File: src/rtl/vector_store_unit.sv
// Vector store unit: captures one VALU result and writes its active elements
// to memory one per accepted cycle at base + i*stride, then pulses done.
module vector_store_unit #(
  parameter int LANES = 5,
  parameter int WIDTH = 32
) (
  input  logic             clk,
  input  logic             reset,
  input  logic             start,
  input  logic [WIDTH-1:0] VData [0:LANES-1],
  input  logic [2:0]       vlen,
  input  logic [WIDTH-1:0] base_addr,
  input  logic [7:0]       stride,
  input  logic             mem_ready,
  output logic             MemWrite,
  output logic [WIDTH-1:0] DataAdr,
  output logic [WIDTH-1:0] WriteData,
  output logic             busy,
  output logic             done
);

  // Counter width must hold LANES itself and any raw vlen value before clamping.
  localparam int CW = ($clog2(LANES + 1) > 3) ? $clog2(LANES + 1) : 3;
  localparam logic [CW-1:0] LANES_C = CW'(LANES);
  localparam logic [CW-1:0] ONE     = CW'(1);

  typedef enum logic [1:0] {IDLE, STORE, DONE} state_t;

  state_t           state_q, state_d;
  logic [WIDTH-1:0] data_q [0:LANES-1];
  logic [CW-1:0]    len_q;
  logic [CW-1:0]    cnt_q;
  logic [WIDTH-1:0] addr_q;
  logic [7:0]       stride_q;
  logic             accept;
  logic [CW-1:0]    vlen_ext;
  logic [CW-1:0]    eff_len;

  // Requested length clamped to the number of lanes actually available.
  always_comb begin
    vlen_ext = CW'(vlen);
    eff_len  = (vlen_ext > LANES_C) ? LANES_C : vlen_ext;
  end

  // State register.
  always_ff @(posedge clk) begin
    if (reset) begin
      state_q <= IDLE;
    end else begin
      state_q <= state_d;
    end
  end

  // Capture registers; the running address advances by stride on each
  // accepted write, so no multiplier is needed for base + cnt*stride.
  always_ff @(posedge clk) begin
    if (reset) begin
      for (int i = 0; i < LANES; i++) begin
        data_q[i] <= '0;
      end
      len_q    <= '0;
      cnt_q    <= '0;
      addr_q   <= '0;
      stride_q <= '0;
    end else if (state_q == IDLE && start) begin
      data_q   <= VData;
      len_q    <= eff_len;
      cnt_q    <= '0;
      addr_q   <= base_addr;
      stride_q <= stride;
    end else if (accept) begin
      cnt_q  <= cnt_q + ONE;
      addr_q <= addr_q + WIDTH'(stride_q);
    end
  end

  // Next-state and outputs; the write bus is forced to zero outside STORE.
  always_comb begin
    state_d   = state_q;
    accept    = 1'b0;
    MemWrite  = 1'b0;
    DataAdr   = '0;
    WriteData = '0;
    busy      = 1'b0;
    done      = 1'b0;
    case (state_q)
      IDLE: begin
        if (start) begin
          state_d = (eff_len == '0) ? DONE : STORE;
        end
      end
      STORE: begin
        busy      = 1'b1;
        MemWrite  = 1'b1;
        DataAdr   = addr_q;
        WriteData = data_q[cnt_q];
        if (mem_ready) begin
          accept = 1'b1;
          if (cnt_q == len_q - ONE) begin
            state_d = DONE;
          end
        end
      end
      DONE: begin
        busy    = 1'b1;
        done    = 1'b1;
        state_d = IDLE;
      end
      default: begin
        state_d = IDLE;
      end
    endcase
  end

endmodule

File: config.mk
export PLATFORM = sky130hd
export DESIGN_NAME = vector_store_unit
export DESIGN_NICKNAME = d
export VERILOG_FILES = /design/src/rtl/vector_store_unit.sv
export SDC_FILE = /design/constraint.sdc
export NUM_CORES = 1
export LEC_CHECK = 0
export BUFFER_PORTS_ARGS = -buffer_cell sky130_fd_sc_hd__buf_2
export CELL_PAD_IN_SITES_DETAIL_PLACEMENT = 0
export CELL_PAD_IN_SITES_GLOBAL_PLACEMENT = 2
export CORE_MARGIN = 2
export CORE_UTILIZATION = 30
export DETAILED_ROUTE_END_ITERATION = 8
export PLACE_DENSITY = 0.81
export SYNTH_ARGS = -nofsm -noshare
export SYNTH_HDL_FRONTEND = slang
export SYNTH_SLANG_ARGS = --single-unit
File: constraint.sdc
create_clock -name clk -period 2.8 [get_ports clk]
set_input_delay 0.42 -clock clk [delete_from_list [all_inputs] [get_ports clk]]
set_output_delay 0.42 -clock clk [all_outputs]
set_load 0.01 [all_outputs]
## Yosys cells after proc, flatten, opt, wreduce, memory -nomap -nowiden

Cells that the tools add are included.

| word-level totals | value |
|---|---|
| bits in latches | 0 |
| input port bits | 207 |
| memory bits (read-only) | 0 |
| word-level logic and storage cells | 47 |
| output and inout port bits | 67 |
| memories | 0 |
| bits in writable memories | 0 |
| register bits | 208 |

| operators by class | value |
|---|---|
| multiply operators | 0 |
| muxes and demuxes | 18 |
| div/mod/pow operators | 0 |
| bitwise operators | 1 |
| magnitude comparators | 2 |
| reductions and logical operators | 7 |
| add/subtract/negate cells | 3 |
| shift-type cells | 0 |
| eq/ne operators | 6 |

Operators by type and width:

| cell | count |
|---|---|
| 32-bit 2-to-1 mux | 6 |
| 32-bit binary-select mux with 3-bit select | 1 |
| 32-bit by 8-bit adder with 32-bit output | 1 |
| 2-bit 2-to-1 mux | 4 |
| 2-bit != test, second input constant | 3 |
| 1-bit 2-to-1 mux | 5 |
| 4-bit greater-or-equal comparator, second input constant | 1 |
| 3-bit inverter with 4-bit output | 1 |
| 2-bit case mux with 2 select lines | 1 |
| 2-bit OR reduction | 2 |
| 3-bit by 1-bit adder with 3-bit output, second input constant | 1 |
| 3-bit equality test | 1 |
| 3-bit greater-than comparator, second input constant | 1 |
| 3-bit logical NOT | 1 |
| 3-bit 2-to-1 mux | 1 |
| 3-bit AND reduction | 1 |
| 3-bit by 1-bit subtractor with 3-bit output, second input constant | 1 |
| 2-bit by 1-bit equality test with 1-bit output, second input constant | 1 |
| 2-bit equality test, second input constant | 1 |
| 2-bit logical NOT | 1 |
| 2-bit nonzero test | 1 |
| 1-bit logical AND | 1 |

## Longest topological paths before layout

Gate-level depths: netlist of the first run.

| logic depth | value |
|---|---|
| depth after elaboration | 6 |
| depth in mapped cells | 8 |
| gate-level depth less buffers | 7 |

## Worst setup path before layout of the first run

Ideal clock, no wire load.

| path | value |
|---|---|
| path kind | reg-to-reg |
| start point | reg addr_q[0] |
| end point | reg addr_q[24] |
| setup time | 0.078 ns |
| stages on the path, launching flop included | 9 |
| arrival | 2.155 ns |
| required time | 2.722 ns |
| buffers on the path | 1 |
| slack | 0.567 ns |
| clock period less this slack | 2.233 ns |
| cell sequence | dfxtp_1 > ha_1 > fa_1 > a21o_1 > a221oi_1 > buf_2 > a211oi_1 > and3_1 > nor3_1 |

| between the ends | value |
|---|---|
| longest elaborated chain between the ends | 3 |

Ends and longest elaborated chain:

| element | RTL line | source |
|---|---|---|
| from (decl) | 33 | `logic [WIDTH-1:0] addr_q;` |
| from (signal assigned) | 69 | `addr_q <= base_addr;` |
| from (signal assigned) | 73 | `addr_q <= addr_q + WIDTH'(stride_q);` |
| 32-bit by 8-bit adder with 32-bit output | 73 |  |
| 32-bit 2-to-1 mux | 71 | `end else if (accept) begin` |
| 32-bit 2-to-1 mux | 65 | `end else if (state_q == IDLE && start) begin` |

Every way passes these cells. The select of a mux whose other input is x is not followed.
A chain may end at the register's enable or synchronous reset.

## Worst setup path after layout of the first run

| path | value |
|---|---|
| start point | reg cnt_q[2] |
| end point | out WriteData[0] |

| between the ends | value |
|---|---|
| longest elaborated chain between the ends | 5 |

Ends and longest elaborated chain:

| element | RTL line | source |
|---|---|---|
| from (decl) | 32 | `logic [CW-1:0] cnt_q;` |
| from (signal assigned) | 72 | `cnt_q <= cnt_q + ONE;` |
| 3-bit inverter with 4-bit output (implied by the code) | 96 | `WriteData = data_q[cnt_q];` |
| 32-bit binary-select mux with 3-bit select | 96 |  |
| 32-bit 2-to-1 mux (implied by the code) (2 in a row) | 96 |  |
| 32-bit 2-to-1 mux | 86 | `case (state_q)` |
| to (decl) | 17 | `output logic [WIDTH-1:0] WriteData,` |

Every way passes these cells. The select of a mux whose other input is x is not followed.

==> results.ini, run 1 <==
[detailed_routing]
post_drt_wl_per_cell_um=17.5
dr_wl_met3_mm=1.99
ant_nets=0
wl_met2_mm=14.6
top_layer=met5
vias=9085
drt_wl_total_mm=32.2
dr.pass1.iters=4
drc=0
routed_via_density=4.94
drtIter0Drc=462
wl_met1_mm=15.0

[sta]
layout_min_cycle_time_ps=2570
tns_ps=0
fmax_mhz=389
rsz0062_at_grt=false
setup_viol=0
hold_ws_ps=115
fin_skew_ps=8.28
tightest_slew_ps=816
maxSlewHeadroom_pct=45.6
drv_slew=0
hold_viol=0
fin_crit_sh_pct=91.8

[clock_network]
clkSlewWorstSetupHoldPaths_ps=60
cts_buffers=25
clk_path_buf_depth=3
holdBufCountCts=0
cts_resized=0
cts_root_buffer=clkbuf_16
tritoncts=built
htreeDepth=1
post-cts-setup-buffers=0
cts_num_sinks=208
clock_latency_ps=530

[synth]
yosysSeqAreaShare_pct=42.9
yosysTopAreaCellShare_pct=42.9
synth_area_per_cell_um2=8.17
yosys.cell_types.count=54
synth-edff-count=0
async_flop_share_pct=0
syn_nets=1409
ys_top_cells_by_area=dfxtp_1 43%, nand2_1 14%, a21oi_1 9.9%
syn_inst=1188
synth_area_um2=9700
synth_ff_type=dfxtp_1
yosys.area.top_type=dfxtp_1
yosys_warnings=0
ys_ff_latch=208

[floorplan]
coreArea_um2=31700
start_util_pct=30.6
placementRows=65
ios=274
die_area_um2=33800
die_y_um=184
die_w_um=184

[grt]
grt_pass1_vias=9005
antenna_found_initial=6
grt_usage_pct=18.7
grt_pass1_wl_mm=49.9
grt_overflow=0
grt_max_degree=75

[critical_path]
crit_slowest_cell=buf_4
worstPathArrival_ps=2150
cp_slowest_stage_delay_ps=420
startpoint=cnt_q[2]$_SDFFE_PP0P_
crit_buf_inv=3
required_ps=2380
cp_cell_sequence=clkinv_1 > nor3_2 > buf_4 > a22oi_1 > nor2b_1 > buf_2
r2r-start=addr_q[0]$_SDFFE_PP0P_
r2r_end=addr_q[24]$_SDFFE_PP0P_
worstRegToRegCells=8
cp-start-kind=flop
end_kind=primary output
crit_family=buffers and inverters
critical_path_class=flop to primary output
path_max_fanout=32
r2r_slack_ps=520

[flow_run]
cap_violations=0

[layout]
ff_latch_area_um2=4170
nets=1642
final_cell_mix=370 x nand2_1, 272 x buf_2, 206 x dfxtp_1
final_common_cell=nand2_1
drive_gt1_share_pct=26.9
fin_util_pct=38.7
num-fill-cells=3378
multi_input_area_um2=5100
final_area_um2=12300
syn_to_final_growth_pct=26.6

[place]
io_buffers=273
post_dp_cell_area_um2=11400
hpwl_mm=22.8
routabilityCongestion=0.777

[min_path]
hp-class=input pin to flop
hold_path_depth=3
min_from=base_addr[30]
min_delay_worst_endpoint=addr_q[30]$_SDFFE_PP0P_

[run_status]
status=finished clean

[pwr]
power-per-cell-area_nw_per_um2=669
vdd_drop_max_mv=0.519
total_leakage_power_nw=4.97

flip-flops by register name, summed over array words and instances (netlist names):
register  count
cnt_q         3
stride_q      8
len_q         3
data_q      160
addr_q       32
state_q       2
how the worst max path moves through the flow:
stage                               to  slack, ps  cells past startpoint
6_report                  WriteData[0]        230                      6
2_1_floorplan  addr_q[24]$_SDFFE_PP0P_        570                      8
3_3_place_gp   addr_q[24]$_SDFFE_PP0P_        600                      8
5_1_grt                   WriteData[0]         70                      6
3_5_place_dp   addr_q[24]$_SDFFE_PP0P_        560                      8
4_1_cts                   WriteData[0]         30                      5
tightest hold or removal path, cell delays in order:
cell,delay [ps]
buf_2,90
nand2_1,40
o21ai_1,60
logic make-up after synthesis:
| kind of cell | after synthesis | synth area share (%) |
|---|---|---|
| simple gates | 497 | 22.6 |
| compound gates | 308 | 18.4 |
| flops | 208 | 42.9 |
| buf+inv | 106 | 4.73 |
| mux | 33 | 7.53 |
| xor+xnor | 22 | 1.99 |
| fa+ha+maj | 14 | 1.88 |
synth_stat cells, types with 5 or more instances:
library cell    n
mux4_2         32
xnor2_1        17
clkbuf_1       75
nand3_1        10
a31oi_1        13
a21oi_1       192
buf_2           6
o21ai_0        29
buf_1           9
xor2_1          5
a211oi_1        7
nor2b_1        32
a22oi_1        33
o31ai_1        11
or4_1           8
nor3_1          8
inv_1           8
nor2_1         10
dfxtp_1       208
nand2_1       371
ha_1           13
and2_1         33
per-layer routing:
metal,up-vias,GRT usage [%]
met5,-,0
li1,4555,-
met2,238,30.4
met1,4234,25.4
met3,48,4.36
met4,10,3.87
power breakdown:
group	leakage, nW	total [mW]	internal [mW]	switching, mW
sequential	1.71	3.49	3.27	0.220
combinational	2.87	1.51	0.615	0.898
clock	0.392	3.21	1.91	1.30
total	4.97	8.22	5.80	2.42
area by class of cell:
type                       instances  share of cell area, %
multi-input combinational        874                   41.5
sequential                       208                   33.9
timing repair buffer             303                   13.6
clock buffer                      39                   6.02
tap                              402                   4.10
clock inverter                     4                  0.520
inverter                           9                  0.275
antenna                            1                 0.0204
through the flow:
step	setup WS [ps]	power, mW	instances
2_1_floorplan	567	4.50	1188
3_3_place_gp	601	5.08	1792
3_5_place_dp	561	5.09	1792
4_1_cts	25.1	8.34	1835
5_1_grt	73.5	8.69	1839
6_report	230	8.22	1840
(Power assumes the default switching activity.)
==> run 2: changes to the inputs <==
--- a/config.mk
+++ b/config.mk
@@ -5,11 +5,12 @@
 export SDC_FILE = /design/constraint.sdc
 export NUM_CORES = 1
 export LEC_CHECK = 0
+export ABC_AREA = 1
 export BUFFER_PORTS_ARGS = -buffer_cell sky130_fd_sc_hd__buf_2
 export CELL_PAD_IN_SITES_DETAIL_PLACEMENT = 0
 export CELL_PAD_IN_SITES_GLOBAL_PLACEMENT = 2
 export CORE_MARGIN = 2
-export CORE_UTILIZATION = 30
+export CORE_UTILIZATION = 28
 export DETAILED_ROUTE_END_ITERATION = 8
 export PLACE_DENSITY = 0.81
 export SYNTH_ARGS = -nofsm -noshare
==> run 2 against run 1 <==
Sequential cell count stayed put. Synthesized cell count is 36% higher. Non-clock buffer count is 9 lower. Sequential power is 4% higher. Hold slack better by 5.2 ps. Setup slack worse by 11 ps. Sequential share of layout area is 2.2 points lower. Global-route usage hardly changed. Die area is 15% higher. Routed wire length is 16% higher. Largest power group unchanged.
==> results.ini, run 2 <==
[run_status]
status=finished clean

[critical_path]
crit_family=buffers and inverters
startpoint=cnt_q[2]$_SDFFE_PP0P_
path_max_fanout=36
crit_buf_inv=3
cp_cell_sequence=inv_2 > nor3_4 > buf_4 > nand2_1 > a21oi_1 > buf_2
crit_slowest_cell=dfxtp_1
critical_path_class=flop to primary output
end_kind=primary output
r2r-start=state_q[0]$_SDFFE_PP0P_
required_ps=2380
cp-start-kind=flop
cp_slowest_stage_delay_ps=320
worstPathArrival_ps=2160

[sta]
hold_viol=0
fin_skew_ps=14.6
rsz0062_at_grt=false
drv_slew=0
fmax_mhz=388
tns_ps=0
layout_min_cycle_time_ps=2580
fin_crit_sh_pct=92.2
hold_ws_ps=120
setup_viol=0
tightest_slew_ps=807
maxSlewHeadroom_pct=46.2

[synth]
syn_inst=1612
synth-edff-count=0
yosys.area.top_type=dfxtp_1
synth_ff_type=dfxtp_1
synth_area_um2=10500
ys_top_cells_by_area=dfxtp_1 40%, o21ai_0 13%, nand2_1 10%
ys_top_cells_by_count=284 x nand2_1, 262 x o21ai_0, 240 x nor2_1, 208 x dfxtp_1, 191 x a21oi_1
async_flop_share_pct=0
ys_ff_latch=208
syn_nets=1833
yosysSeqAreaShare_pct=39.8
yosys_warnings=0
synth_most_common_cell=nand2_1
synth_area_per_cell_um2=6.49
yosys.cell_types.count=37
yosysTopAreaCellShare_pct=39.8

[floorplan]
die_y_um=197
die_area_um2=38900
die_w_um=197
ios=274
placementRows=70
coreArea_um2=36700
start_util_pct=28.5

[place]
routabilityCongestion=0.842
hpwl_mm=26.5
io_buffers=273

[layout]
final_cell_mix=283 x nand2_1, 273 x buf_2, 262 x o21ai_0
reg_top3=data_q: 160 flops, addr_q: 32 flops, stride_q: 8 flops
nets=2049
drive_gt1_share_pct=19.9
largest_reg_flops=160
num-fill-cells=4070
final_common_cell=nand2_1
syn_to_final_growth_pct=25.5
largest_register=data_q

[grt]
antenna_found_initial=11
grt_pass1_wl_mm=58.0
grt_overflow=0
grt_max_degree=197
grt_pass1_vias=10400
grt_usage_pct=18.7

[pwr]
power-per-cell-area_nw_per_um2=698
total_leakage_power_nw=6.14
vdd_drop_max_mv=0.453
total_power_mw=9.16

[detailed_routing]
ant_nets=0
drc=0
drt_wl_total_mm=37.4
post_drt_wl_per_cell_um=16.2
routed_via_density=4.72
dr.pass1.iters=5
vias=10900
drtIter0Drc=576

[clock_network]
cts_root_buffer=clkbuf_16
cts_buffers=27
tritoncts=built
clkSlewWorstSetupHoldPaths_ps=60
clock_latency_ps=550
htreeDepth=1
cts_num_sinks=208
clk_path_buf_depth=3

[min_path]
hp-class=input pin to flop
min_from=VData[60]

[flow_run]
cap_violations=0

## run 2: changes by cell type after synthesis, moves of 31 or more
cell     delta
nand3_1    +58
inv_1     +161
nor2b_1    -32
mux4_2     -32
o21ai_0   +233
a22oi_1    -33
nand2_1    -87
nor2_1    +230
and2_1     -31
## run 2: cells by family after synthesis
| logic type | count (synthesis) | share of synthesized area (%) |
|---|---|---|
| AO/OA/AOI/OAI | 468 | 22.7 |
| flip-flops | 208 | 39.8 |
| adder cells (fa/ha/maj) | 14 | 1.75 |
| XOR/XNOR | 9 | 0.754 |
| AND/OR/NAND/NOR | 631 | 24.6 |
| buffers and inverters | 282 | 10.4 |
## run 2: stage by stage
step	cell area, um^2	cells	utilization, %	worst slack, ps
after floorplan	10500	1612	-	1060
after global placement	12200	2267	33.3	686
after detailed placement	12200	2267	33.3	671
after CTS	13100	2310	35.7	136
after global routing	13100	2310	35.7	29.2
final	13100	2314	35.8	220
## run 2: layout make-up
cell class,instances,area (um^2),area share (%)
Multi-Input combinational cell,1122,5220,39.8
Sequential cell,208,4170,31.7
Timing Repair Buffer,294,1590,12.1
Clock buffer,34,752,5.73
Inverter,175,662,5.04
Tap cell,468,586,4.46
Clock inverter,9,139,1.06
Antenna cell,4,10.0,0.0763
## run 2: what timing repair did
action	4_1_cts	5_1_grt
gates resized for setup	0	1
endpoints found under the setup margin	0	5
setup buffers	0	0
hold buffers	0	0
## run 2: layer usage
layer | share of wire [%] | up-vias | GRT usage (%)
li1 | - | 5621 | -
met1 | 47 | 4969 | 25.5
met2 | 45 | 269 | 30.6
met3 | 6.0 | 56 | 3.88
met4 | 1.7 | 14 | 3.68
met5 | 0.20 | - | 0
## run 2: path summary, 6_finish.rpt
path	to	depth (start not counted)	slack [ps]
max	WriteData[13]	6	220
max reg2reg	data_q[24]$_SDFFE_PP0P_	8	700
min reg2reg	data_q[94]$_SDFFE_PP0P_	2	450
min	data_q[60]$_SDFFE_PP0P_	3	120
## run 2: report_power, final
part | switching, mW | internal (mW)
clock | 1.38 | 2.16
sequential | 0.242 | 3.39
combinational | 1.29 | 0.707
## run 2: worst min-delay path, cell delays in order
cell and delay, ps:
buf_2 70, o21ai_0 70, nor2_1 80
==> run 3: changes to the inputs <==
--- a/config.mk
+++ b/config.mk
@@ -12,7 +12,7 @@
 export CORE_MARGIN = 2
 export CORE_UTILIZATION = 28
 export DETAILED_ROUTE_END_ITERATION = 8
-export PLACE_DENSITY = 0.81
+export PLACE_DENSITY_LB_ADDON = 0.1
 export SYNTH_ARGS = -nofsm -noshare
 export SYNTH_HDL_FRONTEND = slang
 export SYNTH_SLANG_ARGS = --single-unit
==> run 3 against run 2 <==
Sequential share of layout area is essentially flat. Hold slack lost 3.8 ps. Final area is essentially flat. Global-route usage grew 1.1 points. Sequential cell count is the same. Final cell count grew 0.22%. Setup slack lost 13 ps. Non-clock buffer count shrank 1. Clock skew shrank 7.5 ps. Clock-buffer cell count grew 1. Utilization is essentially flat. Clock power shrank 1%.
==> results.ini, run 3 (synthesis gave the netlist of run 2 again) <==
[clock_network]
holdBufCountCts=0
clock_latency_ps=550
htreeDepth=1
clkSlewWorstSetupHoldPaths_ps=60
cts_buffers=27
tritoncts=built
cts_num_sinks=208
clk_path_buf_depth=3
cts_root_buffer=clkbuf_16

[detailed_routing]
routed_via_density=4.68
post_drt_wl_per_cell_um=16.9
ant_nets=0
vias=10900
drtIter0Drc=631
dr.pass1.iters=7
drt_wl_total_mm=39.2
drc=0

[sta]
tightest_slew_ps=572
setup_viol=0
setup_slack_ps=206
hold_viol=0
fmax_mhz=386
drv_slew=0
layout_min_cycle_time_ps=2590
hold_ws_ps=117
rsz0062_at_grt=false
maxSlewHeadroom_pct=61.8
fin_crit_sh_pct=92.6
fin_skew_ps=7.10
tns_ps=0

[place]
hpwl_mm=27.6
routabilityCongestion=0.807
pre_cts_slack_ps=590
io_buffers=273

[layout]
final_common_cell=nand2_1
nets=2048
syn_to_final_growth_pct=25.5
largest_reg_flops=160
largest_register=data_q
fin_util_pct=35.8
drive_gt1_share_pct=20.1
reg_top3=data_q: 160 flops, addr_q: 32 flops, stride_q: 8 flops
final_cell_mix=283 x nand2_1, 273 x buf_2, 262 x o21ai_0

[critical_path]
worstPathArrival_ps=2170
end_kind=primary output
required_ps=2380
r2r-start=state_q[1]$_SDFFE_PP0P_
cp-start-kind=flop
critical_path_class=flop to primary output
r2r_slack_ps=660
worstRegToRegCells=9
path_max_fanout=32
r2r_end=addr_q[12]$_SDFFE_PP0P_

[flow_run]
cap_violations=0

[min_path]
hp-class=input pin to flop
min_from=VData[18]
min_delay_worst_endpoint=data_q[18]$_SDFFE_PP0P_
hold_path_depth=3

[pwr]
power-per-cell-area_nw_per_um2=697
total_power_mw=9.16
vdd_drop_max_mv=0.519
power_frac_clock_pct=38.0
p_int_mw=6.15
seqPwrFrac_pct=39.9
total_leakage_power_nw=6.14
comb_power_share_pct=22.2
p_switching_mw=3.01
switching_share_pct=32.9

[floorplan]
die_y_um=197
die_w_um=197
ios=274
coreArea_um2=36700
start_util_pct=28.5
die_area_um2=38900
placementRows=70

[grt]
grt_pass1_wl_mm=60.5
grt_overflow=0
antenna_found_initial=8
grt_usage_pct=19.8
grt_pass1_vias=10400
grt_max_degree=127

[run_status]
status=finished clean

==> run 3: cell types whose count changed in the layout (fill, tap and decap cells not counted), moves of 2 or more <==
| cell | change |
|---|---|
| dfxtp_2 | -2 |
| clkinvlp_4 | +2 |
| bufinv_16 | -2 |
| clkbuf_8 | +2 |
| dfxtp_4 | +2 |
| clkinv_2 | +2 |
==> run 3: cell type report <==
cell class / instances / area, um^2
well taps: 468 / 586
clock inverters: 13 / 121
flip-flops and latches: 208 / 4170
inverters: 175 / 664
fillers: 4131 / 23600
multi-input cells: 1122 / 5220
clock buffers: 35 / 776
diodes: 5 / 12.5
repair buffers: 293 / 1580
==> run 3: worst max path at each step <==
stage	from	to	slack [ps]	depth (start not counted)
after floorplan	addr_q[0]$_SDFFE_PP0P_	addr_q[18]$_SDFFE_PP0P_	1060	12
after global placement	cnt_q[2]$_SDFFE_PP0P_	WriteData[11]	620	6
after detailed placement	state_q[1]$_SDFFE_PP0P_	addr_q[12]$_SDFFE_PP0P_	590	9
after CTS	cnt_q[0]$_SDFFE_PP0P_	WriteData[11]	50	8
after global routing	cnt_q[1]$_SDFFE_PP0P_	WriteData[11]	60	8
final	cnt_q[1]$_SDFFE_PP0P_	WriteData[11]	210	8
==> run 3: timing repair <==
action	CTS	global route
resized for setup	0	4
setup buffers	0	0
endpoints found under the setup margin	0	11
==> run 3: power by group through the flow <==
stage,combinational [mW],sequential (mW),clock [mW]
after detailed placement,2.06,3.72,0
after global placement,2.06,3.71,0
after global routing,2.35,3.70,3.69
after CTS,2.07,3.65,3.58
final,2.03,3.65,3.48
after floorplan,1.40,3.61,0
==> run 3: critical path, stage by stage, from the launching register on <==
cell	delay [ps]
dfxtp_4	420
inv_1	70
buf_4	280
a21oi_1	190
o21ai_0	110
nand2_1	70
nand2_1	40
a21oi_1	230
buf_2	190
==> run 3: layer usage <==
| layer | vias up | global-route usage [%] | share of wire (%) |
|---|---|---|---|
| li1 | 5620 | - | - |
| met1 | 4954 | 27.3 | 48 |
| met2 | 232 | 32.3 | 45 |
| met3 | 47 | 3.62 | 4.9 |
| met4 | 6 | 4.12 | 1.8 |
| met5 | - | 0 | 0.082 |
==> run 3: per-stage QoR <==
stage          std cells  instance area (um^2)
2_1_floorplan       1612                 10500
3_3_place_gp        2266                 12200
3_5_place_dp        2266                 12200
4_1_cts             2314                 13100
5_1_grt             2316                 13100
6_report            2319                 13100
